File: config.mk
export PLATFORM = sky130hd
export DESIGN_NAME = design_select_mux
export DESIGN_NICKNAME = d
export VERILOG_FILES = /design/src/rtl/design_select_mux.sv
export SDC_FILE = /design/constraint.sdc
export NUM_CORES = 1
export LEC_CHECK = 0
export CORE_MARGIN = 2
export CORE_UTILIZATION = 43
export CTS_CLUSTER_DIAMETER = 150
export DETAILED_ROUTE_END_ITERATION = 8
export PLACE_DENSITY = 0.81
export SKIP_CTS_REPAIR_TIMING = 1
export SYNTH_ARGS = -nofsm -noshare
export SYNTH_HDL_FRONTEND = slang
export SYNTH_SLANG_ARGS = --single-unit
File: constraint.sdc
create_clock -name clk -period 2 [get_ports clk]
set_clock_uncertainty 0.1 [all_clocks]
set_input_delay 0.4 -clock clk [delete_from_list [all_inputs] [get_ports clk]]
set_output_delay 0.4 -clock clk [all_outputs]
set_load 0.03 [all_outputs]
File: src/rtl/design_select_mux.sv
// Purpose : glitch-free registered select mux routing one of NUM_CH design buses to shared pads.
//           Every committed selection change inserts BLANK_CYCLES of IDLE_VALUE with all enables low.
// Ports   : clk, rst_n (async active-low); sel_in (async pad select), sel_lock_in (freeze selection),
//           ch_data_in (flattened channel buses); mux_out, ch_en_out, active_sel_out, switching_out,
//           sel_err_out (synchronised select out of range).
module design_select_mux #(
  parameter int NUM_CH       = 8,
  parameter int WIDTH        = 11,
  parameter int SEL_W        = $clog2(NUM_CH),
  parameter int SYNC_STAGES  = 2,
  parameter int BLANK_CYCLES = 4,
  parameter logic [WIDTH-1:0] IDLE_VALUE = {WIDTH{1'b0}}
) (
  input  logic                    clk,
  input  logic                    rst_n,
  input  logic [SEL_W-1:0]        sel_in,
  input  logic                    sel_lock_in,
  input  logic [NUM_CH*WIDTH-1:0] ch_data_in,
  output logic [WIDTH-1:0]        mux_out,
  output logic [NUM_CH-1:0]       ch_en_out,
  output logic [SEL_W-1:0]        active_sel_out,
  output logic                    switching_out,
  output logic                    sel_err_out
);

  localparam int CNT_W = $clog2(BLANK_CYCLES + 1);
  localparam logic [CNT_W-1:0] CNT_RELOAD = CNT_W'(BLANK_CYCLES - 1);
  // One extra bit so the range check also works when NUM_CH is a power of two.
  localparam logic [SEL_W:0]   NUM_CH_W   = (SEL_W + 1)'(NUM_CH);

  typedef enum logic {ST_ACTIVE, ST_BLANK} state_t;

  // Select synchroniser
  logic [SEL_W-1:0] sync_q [SYNC_STAGES];
  logic [SEL_W-1:0] sel_s;
  logic             sel_valid;

  always_ff @(posedge clk or negedge rst_n) begin
    if (!rst_n) begin
      for (int i = 0; i < SYNC_STAGES; i++) sync_q[i] <= '0;
    end else begin
      sync_q[0] <= sel_in;
      for (int i = 1; i < SYNC_STAGES; i++) sync_q[i] <= sync_q[i-1];
    end
  end

  assign sel_s     = sync_q[SYNC_STAGES-1];
  assign sel_valid = ({1'b0, sel_s} < NUM_CH_W);

  // Channel unpack
  logic [WIDTH-1:0] ch_dat [NUM_CH];
  for (genvar g = 0; g < NUM_CH; g++) begin : g_unpack
    assign ch_dat[g] = ch_data_in[g*WIDTH +: WIDTH];
  end

  // Control state
  state_t             state_q, state_d;
  logic [SEL_W-1:0]   active_q, active_d;
  logic [SEL_W-1:0]   pending_q, pending_d;
  logic [CNT_W-1:0]   cnt_q, cnt_d;
  logic [WIDTH-1:0]   mux_q, mux_d;
  logic [NUM_CH-1:0]  en_q, en_d;
  logic               sw_q, sw_d;
  logic               err_q, err_d;

  always_comb begin
    state_d   = state_q;
    active_d  = active_q;
    pending_d = pending_q;
    cnt_d     = cnt_q;
    mux_d     = mux_q;
    en_d      = en_q;
    sw_d      = sw_q;
    err_d     = !sel_valid;

    case (state_q)
      ST_ACTIVE: begin
        if (sel_valid && (sel_s != active_q) && !sel_lock_in) begin
          state_d   = ST_BLANK;
          pending_d = sel_s;
          cnt_d     = CNT_RELOAD;
          mux_d     = IDLE_VALUE;
          en_d      = '0;
          sw_d      = 1'b1;
        end else begin
          // Invalid or locked selects keep the committed channel routed.
          mux_d = ch_dat[active_q];
          en_d  = NUM_CH'(1) << active_q;
          sw_d  = 1'b0;
        end
      end
      ST_BLANK: begin
        mux_d = IDLE_VALUE;
        en_d  = '0;
        sw_d  = 1'b1;
        if (sel_valid && (sel_s != pending_q)) begin
          // Target moved: restart the full blank, even if it moved back to the old channel.
          pending_d = sel_s;
          cnt_d     = CNT_RELOAD;
        end else if (cnt_q == '0) begin
          state_d  = ST_ACTIVE;
          active_d = pending_q;
          mux_d    = ch_dat[pending_q];
          en_d     = NUM_CH'(1) << pending_q;
          sw_d     = 1'b0;
        end else begin
          cnt_d = cnt_q - 1'b1;
        end
      end
    endcase
  end

  always_ff @(posedge clk or negedge rst_n) begin
    if (!rst_n) begin
      state_q   <= ST_BLANK;
      active_q  <= '0;
      pending_q <= '0;
      cnt_q     <= CNT_RELOAD;
      mux_q     <= IDLE_VALUE;
      en_q      <= '0;
      sw_q      <= 1'b1;
      err_q     <= 1'b0;
    end else begin
      state_q   <= state_d;
      active_q  <= active_d;
      pending_q <= pending_d;
      cnt_q     <= cnt_d;
      mux_q     <= mux_d;
      en_q      <= en_d;
      sw_q      <= sw_d;
      err_q     <= err_d;
    end
  end

  assign mux_out        = mux_q;
  assign ch_en_out      = en_q;
  assign active_sel_out = active_q;
  assign switching_out  = sw_q;
  assign sel_err_out    = err_q;

endmodule

==> impl_metrics.toml, run 1 <==
[routing]
vias_per_cell = 5.745
detail-route-antenna-nets = 0
drc = 0
drt-pass1-iter-count = 4
post_drt_wl_per_cell_um = 18.40
detailedRoute.firstIterationViolations = 124
vias = 2275
finalWirelength_um = 7285

[die]
start_util_pct = 45.08
die_width_um = 83.48
floorplan.io_pins = 118
dieArea_mm2 = 0.006969
core_region_area_mm2 = 0.006026
core.rowCount = 28
die_height_um = 83.48

[job]
cap_viol_max_count = 0

[yosys]
synth.yosys.warnings = 0
synth_cell_types = 36
synth_top_flop_cell = "sky130_fd_sc_hd__dfrtp_1"
post_synth_xor_area_fraction_pct = 1.935
combined_area_of_all_synthesized_cells_mm2 = 0.002716
synth-adder-area-share_pct = 0.9212
synth_seq_area_share_pct = 32.38
synth.ff_latch_count = 35
main_combinational_cell_family_by_area_after_synthesis = "multiplexers"
post_synth_and_or_nand_nor_area_fraction_pct = 9.489
syn-instance-count = 194
synth_mux_area_share_pct = 43.39
async_flop_share_pct = 100.0
mappedNetlistNets = 290
synth-compound-area-share_pct = 7.508
synth_area_leaders = "sky130_fd_sc_hd__mux4_2 (34%), sky130_fd_sc_hd__dfrtp_1 (29%), sky130_fd_sc_hd__nand2b_1 (6.0%)"
netlist.area_leader.share_pct = 33.99
synth_enable_flop_cells = 0
average_size_of_a_mapped_cell_um2 = 14.00
synth_area_leader_cell = "sky130_fd_sc_hd__mux4_2"

[critical_path]
timing.critical_path.arrival_ns = 1.44
worstReg2RegStart = "active_sel_out[1]"
worst_setup_path_start_kind = "register"
cp-startpoint = "active_sel_out[0]"
worst-endpoint-required_ns = 1.50
critPathCaptureType = "primary output"
worst-path-max-fanout = 3
timing.setup.critical_path_class = "reg2out"

[clock_network]
cts_tree = "done"
cts_sinks = 35
clock_tree.root_cell = "sky130_fd_sc_hd__clkbuf_8"
cts.clk_slew.worst_paths_ns = 0.07
h-tree-depth = 2
clock_tree.buffer_depth = 2
clock_latency_late_sink_ns = 0.28
cts_inserted_buffers = 5

[grt]
grt_start_max_net_pins = 34
first_global_vias = 2576
gr-total-overflow = 0
grt_pass1_wl_um = 12490
grt_antenna_before_repair = 0
grt_use_total_pct = 22.31

[placement]
place_ws_ns = 0.05264
place.port_buffers = 116
dp_hpwl_um = 5755
dpl_cell_area_mm2 = 0.004018
gp_congestion = 0.7921

[finish]
areaGrowthSynthToFinish_pct = 51.40
num-nets-final = 416
final_area_mm2 = 0.004113
layout.area.seq_um2 = 882.1
fill_cells = 486
multi_input_gate_area_in_the_final_layout_mm2 = 0.001722
n_antenna_cell = 0
post_route_cells_drive_above_1_share_pct = 26.79

[sta]
max-slew-margin-rel_pct = 50.93
final.period_utilization_pct = 96.91
period_needed_ns = 1.938
timing.final.setup_violations = 0
slew_viol_final = 0
final.setup.worst_slack_ns = 0.06181
max_freq_mhz = 515.9
timing.final.hold_violations = 0
setup_repair_after_global_routing_missed_its_margin = "false"
worst_pin_slew_ns = 0.7360

[pwr]
clock_power_share_pct = 29.6
net-switching-power_mw = 0.4148
comb_power_share_pct = 26.9
cellPowerDensity_mw_per_mm2 = 409.7
power.ir.vdd_worst_mv = 0.3954
leakagePower_nw = 1.620
fraction_of_power_spent_switching_nets_pct = 24.62
p_int_mw = 1.270
seq_power_share_pct = 43.5

[status]
status = "finished, final reports clean"

[hold_path]
timing.hold.worst.class = "in2async"
final timing paths:
path / endpoint / slack, ns / depth (start not counted)
max in group asynchronous: mux_out[1] / 1.20 / 2
max reg2reg: ch_en_out[3] / 0.12 / 4
max: active_sel_out[0] / 0.06 / 2
min reg2reg: sel_s[0] / 0.26 / 0
min: sync_q[5] / 0.07 / 1
min in group clk: sel_s[0] / 0.26 / 0
synth_stat cells (4+ instances only):
| master | count |
|---|---|
| sky130_fd_sc_hd__mux4_2 | 41 |
| sky130_fd_sc_hd__dfrtp_1 | 32 |
| sky130_fd_sc_hd__nand2b_1 | 26 |
| sky130_fd_sc_hd__mux2i_1 | 12 |
| sky130_fd_sc_hd__o211ai_1 | 11 |
| sky130_fd_sc_hd__buf_2 | 8 |
| sky130_fd_sc_hd__clkbuf_1 | 6 |
| sky130_fd_sc_hd__inv_1 | 5 |
| sky130_fd_sc_hd__mux2_2 | 5 |
| sky130_fd_sc_hd__nand2_1 | 4 |
state kept, by name, summed over array words and instances (netlist names):
register and cells:
switching_out 1, sel_s 3, mux_out 11, pending_q 3, cnt_q 3, ch_en_out 8, sync_q 3, active_sel_out 3
metal layers:
metal  up-vias  GRT usage [%]  share of wire (%)
li1       1040              -                  -
met1      1141          27.88                 41
met2        92          40.25                 53
met3         2          4.946                6.3
met4         0          4.106               0.19
met5         -              0                  0
cells by family after synthesis:
group | Yosys count
DFF | 35
and+or+nand+nor | 41
muxes | 61
adders and majority gates | 2
xor gates and xnor gates | 6
other | 1
buffers and inverters | 23
AOI/OAI and AO/OA | 25
per-stage QoR:
stage | hold WS [ns] | instances | setup TNS [ns] | util [%] | power (mW)
floorplan | 0.004409 | 194 | 0 | - | 0.9492
global placement | 0.2321 | 387 | 0 | 66.67 | 1.193
detailed placement | 0.2364 | 387 | 0 | 66.67 | 1.201
CTS | 0.08775 | 395 | -0.05822 | 68.09 | 1.703
finish | 0.07128 | 396 | 0 | 68.25 | 1.685
global route | 0.1352 | 396 | 0 | 68.25 | 1.766
critical path: stages, from the launching register on:
cell and delay [ns]:
sky130_fd_sc_hd__dfrtp_1 0.37, sky130_fd_sc_hd__buf_4 0.14, sky130_fd_sc_hd__clkdlybuf4s50_1 0.66
placed cells by master (no fill, tap or decap), types with 2 or more instances in the layout:
cell type,count
sky130_fd_sc_hd__buf_4,23
sky130_fd_sc_hd__clkbuf_8,5
sky130_fd_sc_hd__clkdlybuf4s50_1,112
sky130_fd_sc_hd__dfrtp_1,30
sky130_fd_sc_hd__dfrtp_2,2
sky130_fd_sc_hd__dfstp_2,3
sky130_fd_sc_hd__ha_1,2
sky130_fd_sc_hd__inv_1,5
sky130_fd_sc_hd__mux2_2,5
sky130_fd_sc_hd__mux2i_1,12
sky130_fd_sc_hd__mux4_1,3
sky130_fd_sc_hd__mux4_2,41
sky130_fd_sc_hd__nand2_1,4
sky130_fd_sc_hd__nand2b_1,26
sky130_fd_sc_hd__nand4_1,3
sky130_fd_sc_hd__nor2_1,2
sky130_fd_sc_hd__o211ai_1,11
sky130_fd_sc_hd__o21ai_0,2
sky130_fd_sc_hd__o22ai_1,3
sky130_fd_sc_hd__o32ai_1,2
sky130_fd_sc_hd__o32ai_2,2
sky130_fd_sc_hd__xnor2_1,3
sky130_fd_sc_hd__xor2_1,3
power by group through the flow:
stage / logic (mW) / clock network (mW) / registers, mW
floorplan: 0.202 / 0 / 0.747
global route: 0.487 / 0.544 / 0.734
detailed placement: 0.454 / 0 / 0.746
CTS: 0.456 / 0.515 / 0.733
global placement: 0.448 / 0 / 0.745
finish: 0.453 / 0.499 / 0.733
final cells by class:
class / instances / share of cell area [%]
multi-input cells: 136 / 41.86
repair buffers: 137 / 31.88
flip-flops and latches: 35 / 21.45
well taps: 75 / 2.282
clock buffers: 6 / 1.765
inverters: 5 / 0.4563
clock inverters: 2 / 0.3042
Power figures use the tool's default switching activity.
==> run 2, diff against run 1 <==
--- a/config.mk
+++ b/config.mk
@@ -6,10 +6,11 @@
 export NUM_CORES = 1
 export LEC_CHECK = 0
 export CORE_MARGIN = 2
-export CORE_UTILIZATION = 43
+export CORE_UTILIZATION = 44
+export CTS_BUF_LIST = sky130_fd_sc_hd__clkbuf_8
 export CTS_CLUSTER_DIAMETER = 150
 export DETAILED_ROUTE_END_ITERATION = 8
-export PLACE_DENSITY = 0.81
+export PLACE_DENSITY = 0.8
 export SKIP_CTS_REPAIR_TIMING = 1
 export SYNTH_ARGS = -nofsm -noshare
 export SYNTH_HDL_FRONTEND = slang
==> run 2 against run 1 <==
The flow now finishes with violations (hold timing). Worst hold slack got worse by 0.074 ns. Clock-buffer cell count fell by 1. Worst setup slack improved by 0.016 ns. Core utilization rose by 0.40 points. Clock power barely moved. Critical path type unchanged. Largest cell class unchanged. Highest routed layer unchanged.
==> impl_metrics.toml, run 2 (synthesis gave the netlist of run 1 again) <==
[clock_network]
cts_inserted_buffers = 5
clock_latency_late_sink_ns = 0.30
cts_sinks = 35
clock_tree.buffer_depth = 2
cts_tree = "done"
cts.clk_slew.worst_paths_ns = 0.08
h-tree-depth = 2
clock_tree.root_cell = "sky130_fd_sc_hd__clkbuf_8"

[critical_path]
worst_setup_path_start_kind = "register"
worst-path-max-fanout = 4
critical-path-slowest-cell = "sky130_fd_sc_hd__clkdlybuf4s50_1"
cp_slowest_stage_delay_ns = 0.71
critPathCaptureType = "primary output"
path_delay_family = "buffers and inverters"
timing.critical_path.arrival_ns = 1.42
path_buf_inv = 1
timing.setup.critical_path_class = "reg2out"
worst-endpoint-required_ns = 1.50
critical_path.cell_chain = "clkdlybuf4s50_1"

[finish]
areaGrowthSynthToFinish_pct = 50.53
layout_commonest_cell = "sky130_fd_sc_hd__clkdlybuf4s50_1"
layout.area.seq_um2 = 882.1
multi_input_gate_area_in_the_final_layout_mm2 = 0.001723
final_area_mm2 = 0.004089
num-nets-final = 412
fill_cells = 463
largest_register_ff_count = 11
n_antenna_cell = 0
post_route_cells_drive_above_1_share_pct = 26.18
most_used_cells_in_the_layout_excluding_fill_and_tap_cells = "sky130_fd_sc_hd__clkdlybuf4s50_1 (112), sky130_fd_sc_hd__mux4_2 (41), sky130_fd_sc_hd__dfrtp_1 (30), sky130_fd_sc_hd__nand2b_1 (26), sky130_fd_sc_hd__buf_4 (18)"

[sta]
max_freq_mhz = 520.3
slew_viol_final = 0
setup-tns-final_ns = 0
max-slew-margin-rel_pct = 61.08
setup_repair_after_global_routing_missed_its_margin = "false"
hold_ws_ns = -0.002477
final.period_utilization_pct = 96.10
timing.final.hold_violations = 2
period_needed_ns = 1.922
timing.final.setup_violations = 0
worst_pin_slew_ns = 0.5838
final.setup.worst_slack_ns = 0.07799

[routing]
drt-pass1-iter-count = 4
finalWirelength_um = 7698
vias = 2282
detail-route-antenna-nets = 0
detailedRoute.firstIterationViolations = 126
vias_per_cell = 5.821
drc = 0
post_drt_wl_per_cell_um = 19.64

[job]
cap_viol_max_count = 0

[status]
status = "finished, violations left"
violations = "hold timing"

[grt]
gr-usage-met1_pct = 27.72
busiest_layer = "met2"
grt_pass1_wl_um = 11920
met2_usage_in_global_routing_pct = 43.63
gr-total-overflow = 0
groute.layer.met3.usage_pct = 5.543
grt_start_max_net_pins = 31
grt_antenna_before_repair = 0
first_global_vias = 2484
grt_use_total_pct = 23.46

[die]
die_width_um = 82.57
core.rowCount = 28
core_region_area_mm2 = 0.005956
floorplan.io_pins = 118
die_height_um = 82.57
dieArea_mm2 = 0.006818
start_util_pct = 45.61

[placement]
place.port_buffers = 116
dp_hpwl_um = 5896
dpl_cell_area_mm2 = 0.003995
place_ws_ns = -0.09406
gp_congestion = 0.7700

[pwr]
leakagePower_nw = 1.610
power.ir.vdd_worst_mv = 0.4267
total_power_mw = 1.693
cellPowerDensity_mw_per_mm2 = 414.0

[hold_path]
timing.hold.worst.class = "in2async"
-- run 2: worst paths after layout --
kind	startpoint	to	slack (ns)	depth (start not counted)
min reg2reg	sync_q[3]	sel_s[0]	0.25	0
max reg2reg	active_sel_out[1]	ch_en_out[1]	0.13	4
max	active_sel_out[0]	active_sel_out[0]	0.08	1
min	rst_n	cnt_q[2]	-0.002	1
min in group clk	sync_q[3]	sel_s[0]	0.25	0
max in group asynchronous	rst_n	mux_out[0]	1.21	2
-- run 2: cell type report --
class,instances,area share (%)
clock inverter,3,0.4284
multi-input combinational,136,42.14
tap,75,2.295
sequential,35,21.57
inverter,5,0.4590
clock buffer,5,1.683
timing repair buffer,133,31.43
-- run 2: per-stage QoR --
stage               util, %  instances
floorplan                 -        194
global placement      67.08        384
detailed placement    67.08        384
CTS                   68.53        392
global route          68.66        392
finish                68.66        392
-- run 2: metal layers --
metal,up-vias,wire length [µm]
li1,1026,-
met1,1145,2919
met2,106,4155
met3,5,581
met4,0,42
met5,-,0
-- run 2: where the power goes --
part	internal (mW)	leakage [nW]	total [mW]	switching (mW)
sequential	0.723	0.455	0.733	0.0108
combinational	0.304	1.11	0.458	0.153
clock	0.240	0.0493	0.501	0.261
total	1.27	1.61	1.69	0.425
